File: config.mk
export PLATFORM = sky130hd
export DESIGN_NAME = debug_run_controller
export DESIGN_NICKNAME = d
export VERILOG_FILES = /design/src/rtl/debug_run_controller.sv
export SDC_FILE = /design/constraint.sdc
export NUM_CORES = 1
export LEC_CHECK = 0
export BUFFER_PORTS_ARGS = -buffer_cell sky130_fd_sc_hd__buf_2
export CAP_MARGIN = 20
export CORE_UTILIZATION = 45
export CTS_CLUSTER_SIZE = 10
export DETAILED_ROUTE_END_ITERATION = 6
export PLACE_DENSITY = 0.68
export SLEW_MARGIN = 20
export SYNTH_ARGS = -nofsm -noshare
export SYNTH_HDL_FRONTEND = slang
export SYNTH_SLANG_ARGS = --single-unit
export TNS_END_PERCENT = 100
File: constraint.sdc
create_clock -name clk -period 2.15 [get_ports clk]
set_input_delay 0.215 -clock clk [delete_from_list [all_inputs] [get_ports clk]]
set_output_delay 0.215 -clock clk [all_outputs]
set_load 0.03 [all_outputs]
File: src/rtl/debug_run_controller.sv
// Debug run controller: decodes UART commands to load, run or step the
// datapath, then streams cycle count, datapath words and memory words out.
module debug_run_controller #(
  parameter int PROC_BITS       = 32,
  parameter int DATA_ADDRS_BITS = 10,
  parameter int DUMP_WORDS      = 40,
  parameter int MEM_DUMP_WORDS  = 16
) (
  input  logic                       clk,
  input  logic                       rst,
  input  logic                       i_rx_done,
  input  logic [7:0]                 i_rx_data,
  output logic                       o_load_start,
  input  logic                       i_load_done,
  output logic                       o_dp_rst,
  output logic                       o_dp_enable,
  input  logic                       i_halt,
  output logic [5:0]                 o_word_sel,
  input  logic [PROC_BITS-1:0]       i_dump_word,
  output logic                       o_debug_read_data,
  output logic [DATA_ADDRS_BITS-1:0] o_debug_read_address,
  input  logic [PROC_BITS-1:0]       i_mem_data,
  output logic                       o_tx_start,
  output logic [7:0]                 o_tx_data,
  input  logic                       i_tx_done,
  output logic                       o_halted
);

  localparam int NBYTES = PROC_BITS / 8;
  localparam int BW     = (NBYTES > 1) ? $clog2(NBYTES) : 1;
  localparam int NWORDS = 1 + DUMP_WORDS + MEM_DUMP_WORDS;
  localparam int IW     = $clog2(NWORDS + 1);

  localparam logic [BW-1:0] LAST_BYTE = BW'(NBYTES - 1);
  localparam logic [IW-1:0] LAST_WORD = IW'(NWORDS - 1);
  localparam logic [IW-1:0] LAST_DP   = IW'(DUMP_WORDS);

  typedef enum logic [3:0] {
    S_IDLE,
    S_LOAD,
    S_LOAD_RST,
    S_RUN,
    S_STEP,
    S_SEL,
    S_MEMRD,
    S_BYTE,
    S_WAIT
  } state_t;

  state_t                     state_q;
  logic [31:0]                cnt_q;
  logic                       halted_q;
  logic                       load_start_q;
  logic                       dp_rst_q;
  logic                       dp_enable_q;
  logic [5:0]                 word_sel_q;
  logic                       rd_q;
  logic [DATA_ADDRS_BITS-1:0] addr_q;
  logic                       tx_start_q;
  logic [7:0]                 tx_data_q;
  logic [PROC_BITS-1:0]       shift_q;
  logic [IW-1:0]              word_idx_q;
  logic [BW-1:0]              byte_idx_q;
  logic [PROC_BITS-1:0]       word_d;

  // Source of the word being latched in S_SEL
  always_comb begin
    word_d = i_mem_data;
    if (word_idx_q == '0)
      word_d = PROC_BITS'(cnt_q);
    else if (word_idx_q <= LAST_DP)
      word_d = i_dump_word;
  end

  always_ff @(posedge clk) begin
    if (!rst) begin
      state_q      <= S_IDLE;
      cnt_q        <= '0;
      halted_q     <= 1'b0;
      load_start_q <= 1'b0;
      dp_rst_q     <= 1'b1;
      dp_enable_q  <= 1'b0;
      word_sel_q   <= '0;
      rd_q         <= 1'b0;
      addr_q       <= '0;
      tx_start_q   <= 1'b0;
      tx_data_q    <= '0;
      shift_q      <= '0;
      word_idx_q   <= '0;
      byte_idx_q   <= '0;
    end else begin
      load_start_q <= 1'b0;
      tx_start_q   <= 1'b0;
      unique case (state_q)
        S_IDLE: begin
          if (i_rx_done) begin
            case (i_rx_data)
              8'h4C: begin
                state_q      <= S_LOAD;
                load_start_q <= 1'b1;
                dp_rst_q     <= 1'b0;
              end
              8'h52: begin
                word_idx_q <= '0;
                if (halted_q) begin
                  state_q <= S_SEL;
                end else begin
                  state_q     <= S_RUN;
                  dp_enable_q <= 1'b1;
                end
              end
              8'h53: begin
                word_idx_q <= '0;
                if (halted_q) begin
                  state_q <= S_SEL;
                end else begin
                  state_q     <= S_STEP;
                  dp_enable_q <= 1'b1;
                end
              end
              default: ;
            endcase
          end
        end
        S_LOAD: begin
          if (i_load_done)
            state_q <= S_LOAD_RST;
        end
        S_LOAD_RST: begin
          cnt_q    <= '0;
          halted_q <= 1'b0;
          dp_rst_q <= 1'b1;
          state_q  <= S_IDLE;
        end
        S_RUN: begin
          cnt_q <= cnt_q + 32'd1;
          if (i_halt) begin
            halted_q    <= 1'b1;
            dp_enable_q <= 1'b0;
            state_q     <= S_SEL;
          end
        end
        S_STEP: begin
          cnt_q       <= cnt_q + 32'd1;
          halted_q    <= halted_q | i_halt;
          dp_enable_q <= 1'b0;
          state_q     <= S_SEL;
        end
        S_SEL: begin
          tx_data_q  <= word_d[PROC_BITS-1 -: 8];
          shift_q    <= word_d << 8;
          tx_start_q <= 1'b1;
          byte_idx_q <= '0;
          state_q    <= S_BYTE;
        end
        S_MEMRD: begin
          state_q <= S_SEL;
        end
        S_BYTE: begin
          state_q <= S_WAIT;
        end
        S_WAIT: begin
          if (i_tx_done) begin
            if (byte_idx_q != LAST_BYTE) begin
              byte_idx_q <= byte_idx_q + 1'b1;
              tx_data_q  <= shift_q[PROC_BITS-1 -: 8];
              shift_q    <= shift_q << 8;
              tx_start_q <= 1'b1;
              state_q    <= S_BYTE;
            end else if (word_idx_q == LAST_WORD) begin
              rd_q    <= 1'b0;
              state_q <= S_IDLE;
            end else begin
              word_idx_q <= word_idx_q + 1'b1;
              if (word_idx_q < LAST_DP) begin
                word_sel_q <= 6'(word_idx_q);
                state_q    <= S_SEL;
              end else begin
                // Memory data lags the address by a cycle
                rd_q    <= 1'b1;
                addr_q  <= DATA_ADDRS_BITS'(word_idx_q - LAST_DP);
                state_q <= S_MEMRD;
              end
            end
          end
        end
        default: state_q <= S_IDLE;
      endcase
    end
  end

  assign o_load_start         = load_start_q;
  assign o_dp_rst             = dp_rst_q;
  assign o_dp_enable          = dp_enable_q;
  assign o_word_sel           = word_sel_q;
  assign o_debug_read_data    = rd_q;
  assign o_debug_read_address = addr_q;
  assign o_tx_start           = tx_start_q;
  assign o_tx_data            = tx_data_q;
  assign o_halted             = halted_q;

endmodule
==> results.md <==
- CTS tree: yes
- First element of the critical path: byte_idx_q[0]
- Leading area contributor after synthesis: dfxtp_1
- Share of cells above drive strength 1: 25.3%
- Nature of the critical path endpoint: flip-flop
- First-pass GRT wire length: between 20 and 25 mm
- Most common cell after layout, fill and taps aside: buf_2
- Clock sink total: 95
- Tmin final: 2080 ps
- Core ar.: 11,000 um2
- WL per Instance: approximately 16 um
- Antenna violations before repair: 0
- Initial Util: between 40% and 50%
- Most frequent cells in the layout: buf_2 (107), nand2_1 (95), dfxtp_1 (93), nor2_1 (71), o21ai_0 (58)
- GRT overflow: 0
- Final setup fails: 0
- Port Buffer Count: 107
- Pwr Density: approximately 530 nW/um2
- DP Cell Count: slightly above 900
- Top FF cell, synth: dfxtp_1
- DIE AREA: 12,000 um2
- # Post-CTS Setup Buffers: 0
- Initial DRC count: 403
- Ant. Diodes: 0
- Hold buffer count at cts: 0
- # IOs: 108
- Reg2reg path depth: 7
- Avg Inst Size Synth: around 7.7 um2
- Placer Congestion: 0.896
- Post-synth EDFFs: 0
- Top-area cell type share of the netlist area: 36.6%
- Tightest Pin Transition: roughly 520 ps
- Register-to-register setup slack: 70 ps
- CTS max path bufs: 2
- Crit path DAT: 2310 ps
- Synth async-reset ratio: 0%
- Peak supply drop: 0.294 mV
- Pin count of the biggest net entering global routing: 30
- Final period util: 96.7%
- # resized after CTS: 0
- Post-Syn Nets: 758
- Total wire length: 15.0 mm
- Antenna violation net count after detailed routing: 0
- Chip width: 109 um
- Crit Path Class: flip-flop to flip-flop
- Rel. slew slack: 64.9%
- Last element of the critical path: shift_q[22]
- CTS HTree Levels: 3
- YS warnings: 0
- Core Rows: 38
- Cell depth of the worst hold path: 3
- Vias per inst: 5.82
- Layout Area Growth over Synthesis: 24.1%
- Nets: 876
- Leak pwr: 2.67 nW
- Area contributors post-synth: dfxtp_1 (37%), nand2_1 (6.9%), o21ai_0 (5.6%), nor2_1 (5.2%), and3_1 (4.0%)
- Reg2reg end: shift_q[22]
- Vias: 5,449
- Chip height: about 110 um
- Filler Cell Count: 999
- HPWL Detailed: around 11 mm
- Critical hold path startpoint: i_tx_done
- Hold crit path type: input pin to flip-flop
- Distinct cell type count after synthesis: slightly above 60
- Clock latency on the worst-skew pair: 340 ps
- Final Power: roughly 3.4 mW
- Sequential-to-total area share from yosys stat: a little over a third
- Clk slew on worst S/H paths: approximately 70 ps
- Number of max-cap violations: 0
- Slew Limit Fails: 0
- CTS root buffer: clkbuf_16
- # DRC: 0
- Non-filler cells, final: 936
- Critical path fanouts, max: 24
- Post-Synthesis Cell Area: 5190 um2
- Worst Path Required: around 2400 ps
- GRT Util Overall: around a quarter
- Fin. Hold Viols: 0
- Worst Setup Start Kind: flip-flop
- Vias in the first global route: 4,734
- Synth Instances: between 600 and 700
- Worst r2r src: byte_idx_q[0]
- Fmax: 481 MHz
- Status: complete, no violations
- Clock skew: 7.78 ps
- Number of synthesized register bits: 95
- Pre-Repair DR Iteration Count: 5
- Number of buffers created by CTS: 9
-- flip-flops by register name, indices dropped and copies added (netlist names) --
name,count
o_dp_rst,1
o_debug_read_data,1
o_debug_read_address,7
shift_q,24
o_tx_data,8
cnt_q,32
o_tx_start,1
o_dp_enable,1
o_load_start,1
word_idx_q,6
o_halted,1
byte_idx_q,2
state_q,4
o_word_sel,6
-- worst min-delay path by stage --
| stage | slack, ps | endpoint |
|---|---|---|
| final | 230 | state_q[3] |
| after detailed placement | 460 | o_dp_rst |
| after global placement | 440 | o_dp_rst |
| after floorplan | 360 | o_load_start |
| after CTS | 220 | state_q[3] |
| after global routing | 230 | state_q[3] |
-- per-layer routing --
metal	part of all wire [%]	track usage [%]	vias to the layer above
met3	7.1	3.44	19
li1	-	-	2701
met2	42	38.1	222
met5	0	0	-
met4	2.0	9.05	0
met1	48	37.5	2507
-- critical path: stages (launching register included) --
cell	delay (ps)
dfxtp_1	330
ha_1	210
nand2b_1	180
or4b_4	530
a21oi_4	210
buf_12	180
nor2_1	70
nor4_1	260
-- stage by stage --
stage	instance area, um2	setup WS (ps)	util (%)	hold WS (ps)	setup TNS, ps
floorplan	5190	30.8	-	364	0
global placement	6070	111	55.0	437	0
CTS	6350	74.3	57.6	221	0
detailed placement	6070	96.2	55.0	456	0
global route	6440	-81.8	58.4	227	-106
finish	6440	70.6	58.4	226	0
-- power by group --
group / leakage [nW] / internal, mW / switching, mW
sequential: 0.766 / 1.76 / 0.000431
clock: 0.133 / 0.822 / 0.685
combinational: 1.77 / 0.0765 / 0.0828
total: 2.67 / 2.66 / 0.769
-- cells by family (layout without fill, tap and decap cells) --
group	after synthesis	after routing	share of synthesized area, %
multiplexers	20	20	3.86
AND/OR/NAND/NOR	329	329	32.3
XOR/XNOR	6	6	1.01
buffers and inverters	60	183	5.06
AO/OA/AOI/OAI	156	156	19.5
adder cells (fa/ha/maj)	7	7	1.69
flip-flops	95	95	36.6
-- cell usage after synthesis (15+ instances only) --
master	instances
a21oi_1	23
and3_1	33
buf_2	15
clkbuf_1	26
dfxtp_1	95
mux2i_1	20
nand2_1	95
nand3_1	20
nor2_1	72
nor3_1	33
nor4_1	28
o21ai_0	58
-- final cells by class --
cell class	instances	area (um2)	area share (%)
Multi-Input combinational cell	518	3110	48.3
Clock inverter	4	30.0	0.466
Tap cell	140	175	2.72
Timing Repair Buffer	156	932	14.5
Sequential cell	95	1900	29.6
Inverter	11	41.3	0.641
Clock buffer	12	246	3.83
Note: power is estimated with default switching activity, not from simulation.
